--- src/rtl/eth_matrix_frame_rx.sv ---
// Ethernet-to-framebuffer writer for the LED matrix controller.
// Filters headers by destination MAC and ethertype, parses the matrix
// protocol payload (CMD, START, COUNT, pixels), issues framebuffer writes
// and buffer-swap pulses, and keeps saturating good/bad frame counters.
//
// Handshake semantics: a header transfers on a clock edge where
// s_eth_hdr_valid && s_eth_hdr_ready; a payload byte transfers on an edge
// where s_payload_tvalid && s_payload_tready. Ready never depends on valid.
module eth_matrix_frame_rx #(
    parameter logic [47:0] LOCAL_MAC       = 48'h02_00_00_00_00_01,
    parameter bit          ACCEPT_BCAST    = 1'b1,
    parameter logic [15:0] ETH_TYPE        = 16'h88B5,
    parameter int          MATRIX_W        = 64,
    parameter int          MATRIX_H        = 32,
    parameter int          BYTES_PER_PIXEL = 3,
    parameter int          ADDR_WIDTH      = $clog2(MATRIX_W * MATRIX_H),
    parameter int          CNT_WIDTH       = 16
) (
    input  logic                         clk,
    input  logic                         rst,
    input  logic                         s_eth_hdr_valid,
    output logic                         s_eth_hdr_ready,
    input  logic [47:0]                  s_eth_dest_mac,
    input  logic [15:0]                  s_eth_type,
    input  logic [7:0]                   s_payload_tdata,
    input  logic                         s_payload_tvalid,
    output logic                         s_payload_tready,
    input  logic                         s_payload_tlast,
    input  logic                         s_payload_tuser,
    output logic                         fb_wr_en,
    output logic [ADDR_WIDTH-1:0]        fb_wr_addr,
    output logic [8*BYTES_PER_PIXEL-1:0] fb_wr_data,
    output logic                         swap_req,
    output logic [CNT_WIDTH-1:0]         frames_ok,
    output logic [CNT_WIDTH-1:0]         frames_err,
    output logic [2:0]                   dbg_state
);

    localparam int PW   = 8 * BYTES_PER_PIXEL;
    localparam int NPIX = MATRIX_W * MATRIX_H;

    typedef enum logic [2:0] {
        S_IDLE  = 3'd0,
        S_HDR   = 3'd1,
        S_DATA  = 3'd2,
        S_SWAIT = 3'd3,
        S_DROP  = 3'd4
    } state_t;

    state_t state, state_nxt;

    logic [2:0]    hdr_cnt;
    logic [7:0]    hdr_cmd;
    logic [15:0]   hdr_start;
    logic [7:0]    hdr_count_hi;
    logic [16:0]   cur_addr;     // one bit wider than START so it can sit at NPIX
    logic [15:0]   remain;
    logic [1:0]    byte_idx;
    logic [PW-1:0] pix_reg;

    logic          beat;
    logic          hdr_match;
    logic          hdr_last_byte;
    logic [15:0]   count_full;
    logic          pix_done;
    logic [PW-1:0] pix_next;
    logic          ok_inc;
    logic          err_inc;
    logic          swap_set;

    assign beat          = s_payload_tvalid && s_payload_tready;
    assign hdr_match     = ((s_eth_dest_mac == LOCAL_MAC) ||
                            (ACCEPT_BCAST && (s_eth_dest_mac == 48'hFFFF_FFFF_FFFF))) &&
                           (s_eth_type == ETH_TYPE);
    assign hdr_last_byte = (hdr_cnt == 3'd4);
    assign count_full    = {hdr_count_hi, s_payload_tdata};
    assign pix_done      = (byte_idx == 2'(BYTES_PER_PIXEL - 1));
    assign pix_next      = PW'({pix_reg, s_payload_tdata});
    assign dbg_state     = state;

    // State register.
    always_ff @(posedge clk or posedge rst) begin
        if (rst) state <= S_IDLE;
        else     state <= state_nxt;
    end

    // Next state, handshake readies and per-frame accounting events.
    always_comb begin
        state_nxt        = state;
        s_eth_hdr_ready  = 1'b0;
        s_payload_tready = 1'b0;
        ok_inc           = 1'b0;
        err_inc          = 1'b0;
        swap_set         = 1'b0;
        case (state)
            S_IDLE: begin
                s_eth_hdr_ready = 1'b1;
                if (s_eth_hdr_valid) state_nxt = hdr_match ? S_HDR : S_DROP;
            end
            S_HDR: begin
                s_payload_tready = 1'b1;
                if (beat) begin
                    if (s_payload_tlast) begin
                        state_nxt = S_IDLE;
                        // A swap command is complete once its 5 header bytes are in.
                        if (hdr_last_byte && hdr_cmd == 8'h02 && !s_payload_tuser) begin
                            ok_inc   = 1'b1;
                            swap_set = 1'b1;
                        end else begin
                            err_inc = 1'b1;
                        end
                    end else if (hdr_last_byte) begin
                        if (hdr_cmd == 8'h01 && count_full != 16'd0) begin
                            state_nxt = S_DATA;
                        end else if (hdr_cmd == 8'h02) begin
                            state_nxt = S_SWAIT;
                        end else begin
                            state_nxt = S_DROP;
                            err_inc   = 1'b1;
                        end
                    end
                end
            end
            S_DATA: begin
                s_payload_tready = 1'b1;
                if (beat && s_payload_tlast) begin
                    state_nxt = S_IDLE;
                    if (!s_payload_tuser &&
                        (remain == 16'd0 || (remain == 16'd1 && pix_done)))
                        ok_inc = 1'b1;
                    else
                        err_inc = 1'b1;
                end
            end
            S_SWAIT: begin
                s_payload_tready = 1'b1;
                if (beat && s_payload_tlast) begin
                    state_nxt = S_IDLE;
                    if (!s_payload_tuser) begin
                        ok_inc   = 1'b1;
                        swap_set = 1'b1;
                    end else begin
                        err_inc = 1'b1;
                    end
                end
            end
            S_DROP: begin
                s_payload_tready = 1'b1;
                if (beat && s_payload_tlast) state_nxt = S_IDLE;
            end
            default: state_nxt = S_IDLE;
        endcase
    end

    // Header capture, pixel assembly and registered framebuffer writes.
    always_ff @(posedge clk or posedge rst) begin
        if (rst) begin
            hdr_cnt      <= '0;
            hdr_cmd      <= '0;
            hdr_start    <= '0;
            hdr_count_hi <= '0;
            cur_addr     <= '0;
            remain       <= '0;
            byte_idx     <= '0;
            pix_reg      <= '0;
            fb_wr_en     <= 1'b0;
            fb_wr_addr   <= '0;
            fb_wr_data   <= '0;
        end else begin
            fb_wr_en <= 1'b0;
            if (state == S_IDLE) begin
                hdr_cnt <= '0;
            end else if (state == S_HDR && beat) begin
                hdr_cnt <= hdr_cnt + 3'd1;
                case (hdr_cnt)
                    3'd0:    hdr_cmd      <= s_payload_tdata;
                    3'd1:    hdr_start    <= {hdr_start[7:0], s_payload_tdata};
                    3'd2:    hdr_start    <= {hdr_start[7:0], s_payload_tdata};
                    3'd3:    hdr_count_hi <= s_payload_tdata;
                    default: begin
                        cur_addr <= {1'b0, hdr_start};
                        remain   <= count_full;
                        byte_idx <= '0;
                        pix_reg  <= '0;
                    end
                endcase
            end else if (state == S_DATA && beat) begin
                pix_reg <= pix_next;
                if (pix_done) begin
                    byte_idx <= '0;
                    // Pixels past COUNT are padding; addresses past the end are skipped.
                    if (remain != 16'd0) begin
                        remain <= remain - 16'd1;
                        if (cur_addr < 17'(NPIX)) begin
                            fb_wr_en   <= 1'b1;
                            fb_wr_addr <= cur_addr[ADDR_WIDTH-1:0];
                            fb_wr_data <= pix_next;
                            cur_addr   <= cur_addr + 17'd1;
                        end
                    end
                end else begin
                    byte_idx <= byte_idx + 2'd1;
                end
            end
        end
    end

    // Swap pulse and saturating frame counters.
    always_ff @(posedge clk or posedge rst) begin
        if (rst) begin
            swap_req   <= 1'b0;
            frames_ok  <= '0;
            frames_err <= '0;
        end else begin
            swap_req <= swap_set;
            if (ok_inc && frames_ok != '1)   frames_ok  <= frames_ok + 1'b1;
            if (err_inc && frames_err != '1) frames_err <= frames_err + 1'b1;
        end
    end

endmodule
--- config.mk ---
export PLATFORM = sky130hd
export DESIGN_NAME = eth_matrix_frame_rx
export DESIGN_NICKNAME = d
export VERILOG_FILES = /design/src/rtl/eth_matrix_frame_rx.sv
export SDC_FILE = /design/constraint.sdc
export NUM_CORES = 1
export LEC_CHECK = 0
export CAP_MARGIN = 30
export CORE_MARGIN = 2
export CORE_UTILIZATION = 52
export DETAILED_ROUTE_END_ITERATION = 8
export PLACE_DENSITY = 0.8
export SYNTH_ARGS = -nofsm -noshare
export SYNTH_HDL_FRONTEND = slang
export SYNTH_SLANG_ARGS = --single-unit
--- constraint.sdc ---
create_clock -name clk -period 8.75 [get_ports clk]
set_input_delay 2.625 -clock clk [delete_from_list [all_inputs] [get_ports clk]]
set_output_delay 2.625 -clock clk [all_outputs]
set_load 0.005 [all_outputs]
==> summary.md <==
| Metric | Value |
|---|---|
| Outcome | complete, no violations |
| Port-buffer cells | 151 |
| Most frequent cells after synthesis | dfrtp_1 (158), nand2_1 (80), mux2_2 (73) |
| Synth Flop Type | dfrtp_1 |
| DR iter-0 viols | 603 |
| Final Non-Filler Cells | 1,076 |
| Tcrit/Tclk final | 62.28% |
| CP required | 9040 ps |
| Tmin final | 5449 ps |
| P_leak | 4.326 nW |
| Data arrival, critical path | 5740 ps |
| Biggest regs | fb_wr_data (24), cur_addr (17) |
| Post-CTS sizing | 0 |
| Register area | 0.003954 sq mm |
| Post-layout util | 68.97% |
| Number of buffers created by CTS | 17 |
| Final ANT Viol Nets | 0 |
| Max reg flops | 24 |
| Wire per inst | 18.66 um |
| Clk_lat worst skew | 430 ps |
| Setup repair bufs after CTS | 0 |
| Cell taking the most area after synthesis | dfrtp_1 |
| Ratio of cells with drive above 1 in the final layout | 14.80% |
| # setup viols final | 0 |
| CTS tree | built |
| Layout Nets | 969 |
| Vias/cell | 6.142 |
| Site Rows | 44 |
| PD cells | 252.4 mW/mm^2 |
| Syn Area/Cell | 10.59 sq um |
| Final hold violations | 0 |
| Post-synth EDFFs | 0 |
| Largest net degree at the start of global routing | 87 |
| Ant. Diodes | 0 |
| CP startpoint | s_payload_tvalid |
| Clk slew on worst S/H paths | 60 ps |
| Clk_skew | 12.05 ps |
| Fin. max-slew vios | 0 |
| Worst Hold Class | reg2reg |
| Total grt overflow | 0 |
| Die height | 126.1 um |
| Peak VDD IR | 0.1838 mV |
| Top cells by area, synth | dfrtp_1 (51%), mux2_2 (11%), nand2_1 (3.9%), o21ai_0 (2.8%), a21oi_1 (2.7%) |
| Netlist cell types | 67 |
| Fmax | 0.1835 GHz |
| Post-synthesis sequential area ratio | 51.03% |
| Max cap viols | 0 |
| Worst-path fanout max | 76 |
| P&R area growth vs syn | 29.37% |
| Top reg by flops | fb_wr_data |
| Number of H-tree levels | 4 |
| Initial core utilization | 53.31% |
| Area of the mapped netlist | 0.007749 sq mm |
| GP Congestion | 0.8955 |
| Worst setup path category | in2reg |
| Core Area | 0.01453 sq mm |
| Via count | 6,609 |
| Routed WL | 20.08 mm |
| Clk buf depth | 2 |
| Critical path startpoint category | input port |
| Synth Instances | 732 |
| Final HPWL from detailed placement | 13.78 mm |
| Slew HR | 29.91% |
| Remaining DRCs | 0 |
| Tot GR Track Use | 25.71% |
| Mapped Nets | 821 |
| Die width | 126.1 um |
| Measured slew at the worst slew-check pin | 1051 ps |
| Most numerous cell in the Yosys netlist | dfrtp_1 |
| DRT Pass-1 Iters | 5 |
| FF+latch count, synth | 158 |
| Root buf cell | clkbuf_16 |
| Post-synth top area share | 51.03% |
| Filler instances | 1,047 |
| Placed insts | 1,045 |
| Min-delay src | pix_reg[14] |
| First-pass GRT wire length | 32.86 mm |
| Vias in the first global route | 6,527 |
| I/O Pins | 152 |
| Setup tns final | 0 ps |
| Ys Warns | 0 |
| Initial antenna violation count | 0 |
| Sink Count | 158 |
| Die Area | 0.01589 sq mm |
| Area occupied by multi-input gates | 0.003633 sq mm |
| RSZ-0062 raised after global routing | no |
| Ys async rst share | 100.0% |
| Setup crit end kind | register |
| PnR Total Power | 2.530 mW |
| R2r startpoint | dbg_state[1] |
| Hold-fix buffers, CTS | 0 |
==> power breakdown <==
part | switching [mW] | internal [mW]
Sequential | 0.211 | 0.914
Clock | 0.314 | 0.403
Combinational | 0.374 | 0.314
Total | 0.899 | 1.63
==> per-stage QoR <==
stage | setup slack (ps) | hold WS (ps) | area (sq um)
final | 3301 | 481.2 | 10020
after global routing | 3104 | 514.6 | 10020
after CTS | 3420 | 486.0 | 10020
after detailed placement | 3011 | 471.9 | 9459
after global placement | 3208 | 459.9 | 9420
after floorplan | 1862 | 444.4 | 7749
==> kinds of logic after synthesis <==
family	synth area share [%]
DFF	51.03
adders and majority gates	1.776
AOI/OAI and AO/OA	12.43
xor gates and xnor gates	3.165
muxes	10.87
buffers and inverters	2.196
and+or+nand+nor	18.54
==> final timing paths <==
kind,end,slack (ps),depth (start not counted)
max,remain[7],3300,7
min reg2reg,pix_reg[14],480,2
max reg2reg,remain[7],5260,6
max in group asynchronous,cur_addr[0],4610,3
min,pix_reg[14],480,2
min in group asynchronous,frames_err[9],2710,2
==> final cells by class <==
class	instances	area share (%)
Clock inverter	13	1.261
Tap cell	184	2.297
Inverter	13	0.5367
Timing Repair Buffer	158	15.84
Sequential cell	158	39.44
Clock buffer	18	4.381
Multi-Input combinational cell	532	36.25
==> critical path: stages <==
cell and delay [ps]:
clkdlybuf4s50_1 530, nand4bb_2 150, buf_4 620, o21ai_1 420, a21oi_1 910, o21ai_0 270
o2bb2ai_1 190
==> placed cells by master, fill, tap and decap left out, types with 17 or more instances in the layout <==
cell | netlist | final
nand4_1 | 26 | 26
nor4_1 | 29 | 29
nor2_1 | 40 | 40
clkbuf_16 | 0 | 17
o21ai_0 | 44 | 44
dfrtp_1 | 158 | 158
mux2_2 | 73 | 73
a21oi_1 | 42 | 42
xor2_1 | 20 | 20
clkdlybuf4s50_1 | 0 | 151
nor3_1 | 18 | 18
nand3_1 | 25 | 25
nand2_1 | 80 | 80
==> metal layers <==
layer	up-vias	GRT usage (%)	wire length [um]
met4	0	7.886	393
met3	44	6.287	1265
met5	-	0	0
met2	284	41.81	9773
met1	3268	34.35	8644
li1	3013	-	-
Note: power is estimated with default switching activity, not from simulation.
